==> config.mk <==
export PLATFORM = sky130hd
export DESIGN_NAME = seq_detector
export DESIGN_NICKNAME = d
export VERILOG_FILES = /design/src/rtl/seq_det_pkg.sv /design/src/rtl/seq_det_sat_counter.sv /design/src/rtl/seq_detector.sv
export SDC_FILE = /design/constraint.sdc
export NUM_CORES = 1
export LEC_CHECK = 0
export CORE_AREA = 2 2 39 41
export DETAILED_ROUTE_END_ITERATION = 7
export DIE_AREA = 0 0 41 43
export SKIP_LAST_GASP = 1
export SLEW_MARGIN = 10
export SYNTH_ARGS = -nofsm -noshare
export SYNTH_HDL_FRONTEND = slang
export SYNTH_SLANG_ARGS = --single-unit
==> constraint.sdc <==
create_clock -name clk -period 3.72 [get_ports clk]
set_input_delay 0.744 -clock clk [delete_from_list [all_inputs] [get_ports clk]]
set_output_delay 0.744 -clock clk [all_outputs]
set_load 0.05 [all_outputs]
==> src/rtl/seq_det_pkg.sv <==
// seq_det_pkg: shared constants and elaboration-time helpers for seq_detector.
package seq_det_pkg;

    localparam int MAX_LEN = 16;
    localparam int FAIL_W = 5;
    localparam int MAX_PAT_BITS = 1024;
    localparam logic [5:0] SEQ_DET_DEFAULT_PAT = 6'b11_10_01;

    typedef logic [MAX_LEN:0][FAIL_W-1:0] fail_tab_t;

    function automatic int prog_w(input int pat_len);
        return $clog2(pat_len + 1);
    endfunction

    function automatic logic sym_eq(input logic [MAX_PAT_BITS-1:0] pat, input int sym_w,
                                    input int a, input int b);
        logic [MAX_PAT_BITS-1:0] mask;
        mask = (MAX_PAT_BITS'(1) << sym_w) - MAX_PAT_BITS'(1);
        return (((pat >> (a * sym_w)) ^ (pat >> (b * sym_w))) & mask) == '0;
    endfunction

    // Classic KMP failure function over prefix lengths; fail[0] = fail[1] = 0.
    function automatic fail_tab_t build_fail(input logic [MAX_PAT_BITS-1:0] pat, input int sym_w,
                                             input int pat_len);
        fail_tab_t f;
        int j;
        f = '0;
        for (int k = 2; k <= pat_len; k++) begin
            j = int'(f[k-1]);
            for (int n = 0; n < MAX_LEN; n++)
                if (j > 0 && !sym_eq(pat, sym_w, k - 1, j)) j = int'(f[j]);
            f[k] = FAIL_W'(sym_eq(pat, sym_w, k - 1, j) ? j + 1 : 0);
        end
        return f;
    endfunction

endpackage

==> src/rtl/seq_det_sat_counter.sv <==
// seq_det_sat_counter: saturating up-counter with async reset and sync clear.
module seq_det_sat_counter
    import seq_det_pkg::*;
#(
    parameter int W = 8
) (
    input  logic         clk,
    input  logic         reset,
    input  logic         clear,
    input  logic         inc,
    output logic [W-1:0] cnt
);

    logic [W-1:0] cnt_q;

    always_ff @(posedge clk or posedge reset) begin
        if (reset) cnt_q <= '0;
        else if (clear) cnt_q <= '0;
        else if (inc && cnt_q != '1) cnt_q <= cnt_q + 1'b1;
    end

    assign cnt = cnt_q;

endmodule

==> src/rtl/seq_detector.sv <==
// seq_detector: overlap-aware KMP symbol-sequence detector with sticky or pulse output.
// Define SEQ_DET_COUNT_EN to add the saturating match_cnt output.
module seq_detector
    import seq_det_pkg::*;
#(
    parameter int                       SYM_W   = 2,
    parameter int                       PAT_LEN = 3,
    parameter logic [PAT_LEN*SYM_W-1:0] PATTERN = SEQ_DET_DEFAULT_PAT,
    parameter bit                       STICKY  = 1'b1,
    parameter int                       CNT_W   = 8
) (
    input  logic             clk,
    input  logic             reset,
    input  logic             clear,
    input  logic             in_valid,
    input  logic [SYM_W-1:0] num,
`ifdef SEQ_DET_COUNT_EN
    output logic [CNT_W-1:0] match_cnt,
`endif
    output logic             ans
);

    localparam int PW = prog_w(PAT_LEN);
    localparam logic [PW-1:0] FULL = PW'(PAT_LEN);
    localparam fail_tab_t FAIL = build_fail(MAX_PAT_BITS'(PATTERN), SYM_W, PAT_LEN);

    logic [SYM_W-1:0] pat_sym [PAT_LEN+1];
    logic [PW-1:0]    fail_t  [PAT_LEN+1];
    logic [PW-1:0]    prog_q, prog_d, k;
    logic             ans_q, ans_d, hit;

    // Tables sized PAT_LEN+1 so a prog-width index always fits; the pad symbol is never compared.
    for (genvar i = 0; i <= PAT_LEN; i++) begin : g_tab
        assign fail_t[i] = PW'(FAIL[i]);
        if (i < PAT_LEN) begin : g_sym
            assign pat_sym[i] = PATTERN[i*SYM_W +: SYM_W];
        end else begin : g_pad
            assign pat_sym[i] = '0;
        end
    end

    always_comb begin
        k = (prog_q == FULL) ? fail_t[PAT_LEN] : prog_q;
        for (int i = 0; i < PAT_LEN; i++) k = (k != '0 && num != pat_sym[k]) ? fail_t[k] : k;
        prog_d = (num == pat_sym[k]) ? k + 1'b1 : '0;
        hit = prog_d == FULL;
        ans_d = STICKY ? (ans_q | hit) : hit;
    end

    always_ff @(posedge clk or posedge reset) begin
        if (reset) begin
            prog_q <= '0;
            ans_q <= 1'b0;
        end else if (clear) begin
            prog_q <= '0;
            ans_q <= 1'b0;
        end else if (in_valid) begin
            prog_q <= prog_d;
            ans_q <= ans_d;
        end
    end

    assign ans = ans_q;

`ifdef SEQ_DET_COUNT_EN
    seq_det_sat_counter #(.W(CNT_W)) u_cnt (
        .clk  (clk),
        .reset(reset),
        .clear(clear),
        .inc  (in_valid & hit),
        .cnt  (match_cnt)
    );
`endif

endmodule

==> results of run 1 <==
## what timing repair did
action | CTS | global route
endpoints found under the hold margin | 0 | 0
gates resized for setup | 0 | 4
setup endpoints to repair | 0 | 2
## path summary, 6_finish.rpt
check	start	to	slack, ns	cells after the start
hold reg to reg	ans$_DFFE_PP0P_	ans$_DFFE_PP0P_	0.49	2
setup / recovery	num[0]	prog_q[1]$_DFFE_PP0P_	0.23	13
hold / removal	ans$_DFFE_PP0P_	ans$_DFFE_PP0P_	0.49	2
min in group asynchronous	reset	prog_q[1]$_DFFE_PP0P_	0.67	2
setup reg to reg	prog_q[1]$_DFFE_PP0P_	prog_q[1]$_DFFE_PP0P_	0.48	14
max in group asynchronous	reset	prog_q[0]$_DFFE_PP0P_	2.91	2
## cells by family (layout without fill, tap and decap cells)
kind of cell,after synthesis,count (layout),share of synthesized area [%]
buffers and inverters,9,27,11.40
AND/OR/NAND/NOR,16,16,18.13
adder cells (fa/ha/maj),4,4,11.70
AO/OA/AOI/OAI,18,18,31.00
flip-flops,3,3,17.54
XOR/XNOR,5,5,10.24
## cell usage in the layout (no fill, tap or decap), types with 3 or more instances in the layout
| master | instances |
|---|---|
| nand2_1 | 6 |
| clkdlybuf4s50_1 | 6 |
| dfrtp_1 | 3 |
| inv_1 | 7 |
| clkbuf_4 | 3 |
| buf_4 | 10 |
| o21ai_0 | 5 |
| ha_1 | 3 |
| and3_1 | 3 |
| o21ai_1 | 3 |
| nor2_1 | 3 |
## tightest hold or removal path, delay by kind of cell (launching register included)
| kind | cells | cell delay, ns |
|---|---|---|
| flip-flops | 1 | 0.34 |
| AND/OR/NAND/NOR | 1 | 0.07 |
| AO/OA/AOI/OAI | 1 | 0.04 |
## report_power, final
| part | switching, mW | leakage (nW) | internal [mW] |
|---|---|---|---|
| combinational | 0.0209 | 0.208 | 0.0256 |
| sequential | 0.000512 | 0.0416 | 0.0334 |
| clock | 0.0218 | 0.0150 | 0.0405 |
## cell type report
class                           count  area [µm²]
Fill cell                         151       774.5
Multi-Input combinational cell     43       326.6
Timing Repair Buffer               16       135.1
Sequential cell                     3       75.07
Clock buffer                        4       26.28
Inverter                            7       26.28
Tap cell                           16       20.02
## metal layers
metal  vias to the layer above  global-route usage [%]
met3                         2                   4.712
met2                         9                   18.13
met5                         -                       0
met4                         0                   7.333
li1                        231                       -
met1                       199                   19.09
## state kept, by name, summed over array words and instances (netlist names)
signal and cells:
prog_q 2, ans 1
## stage by stage
step | setup slack [ns] | cell area (µm²) | util (%)
floorplan | 0.4351 | 427.9 | -
global placement | -0.03024 | 560.5 | 40.51
detailed placement | -0.07460 | 560.5 | 40.51
CTS | 0.1689 | 586.8 | 42.41
global route | 0.03518 | 609.3 | 44.03
finish | 0.2302 | 609.3 | 44.03
==> results.toml, run 1 <==
[status]
status = "finished, final reports clean"

[worst_setup_path]
start_kind = "input port"
crit_path_max_fanout = 3
worstSetupEndpointType = "register"
worstPathCellList = "clkdlybuf4s50_1 > xnor2_1 > o21ai_1 > inv_1 > ha_1 > xor2_1 > a211oi_1 > o21ai_1 > ha_4 > a211o_1 > a41o_1 > a21boi_4 > a32o_1"
path_buf_inv = 2
worstSetupPathType = "input port to register"
arrival_ns = 3.62
crit_required_ns = 3.85
crit_slowest_cell = "clkdlybuf4s50_1"
cp_top_family = "compound AO/OA/AOI/OAI gates"
crit_top_cell = "o21ai_1"
max_stage_delay_ns = 0.46

[placement]
dp_cells = 85
port_buffers = 6
gp_congestion = 0.8072
dp_hpwl_um = 755

[sta]
skew_ns = 0.005410
tightest_slew_ns = 0.4958
hold_viol_final = 0
period_share_pct = 93.81
rsz0062_at_grt = "false"
final_max_slew_viol_count = 0
fin_hold_ws_ns = 0.4917
slew_headroom_pct = 66.84
min_period_ns = 3.490
setup_viol = 0
setup_tns_ns = 0
fmax_mhz = 286.5

[grt]
grt_use_total_pct = 13.78
grt_pass1_vias = 413
grt-ovfl-total = 0
grt_max_degree = 9
grt_pass1_wl_mm = 1.628
antenna_found_initial = 0

[detailed_routing]
drc = 0
first_iter_violations = 9
via_per_inst = 4.955
vias = 441
totalWireLength_mm = 1.006
dr.pass1.iters = 4
met1_length_um = 470
wire_per_inst_um = 11.30
top_layer_used = "met4"
met2WireLength_um = 503
wl_met3_um = 18
drt.antenna.violating_nets = 0

[die]
die_h_um = 43
num_rows = 14
coreArea_um2 = 1384
die_x_um = 41
num_io_pins = 7
dieArea_um2 = 1763
start_util_pct = 30.92

[pwr]
p_per_area_nw_per_um2 = 234.2
p_leak_nw = 0.2648
peakVddDrop_uv = 109.6
power_uw = 142.7

[clock_network]
post_cts_hold_buffer_count = 0
cts_sinks = 3
worstSkewPairLatency_ns = 0.24
postCtsSetupBuffers = 0
clockRootBuffer = "clkbuf_4"
clk_pin_slew_ns = 0.04
cts_inserted_buffers = 3
cts_max_level = 1
clockBufferDepth = 2
tritoncts = "built"

[synth]
avgSynthCellArea_um2 = 7.780
synth.most_common_cell = "inv_1"
yosysWarnings = 0
synth_top_area_share_pct = 17.54
synth_nets = 65
synthFlopType = "dfrtp_1"
synth_edf_count = 0
synth-async-reset-ratio_pct = 100.0
ys_seq_area_share_pct = 17.54
synth_top_area_cell = "dfrtp_1"
yosys-top-cells-count = "inv_1 (7), nand2_1 (6), o21ai_0 (6)"
synth_area_um2 = 427.9
syn-instance-count = 55
synth.distinct_cells = 23
ys_ff_latch = 3
synthTopCellsByArea = "dfrtp_1 (18%), ha_1 (12%), o21ai_0 (7.0%)"

[cells_and_area]
area_delta_synth_final_pct = 42.40
drive_above_1_share_pct = 23.29
diodes = 0
nNetsFinal = 84
fin_cells = 89

[worst_hold_path]
hp-class = "register to register"

[run]
max-cap-violations = 0
Note: power is estimated with default switching activity, not from simulation.
==> inputs of run 2 (changes only) <==
Settings changed: CTS_CLUSTER_DIAMETER set to 50.
==> results of run 2 <==
No change in the layout: final DEF, timing and power equal those of run 1.
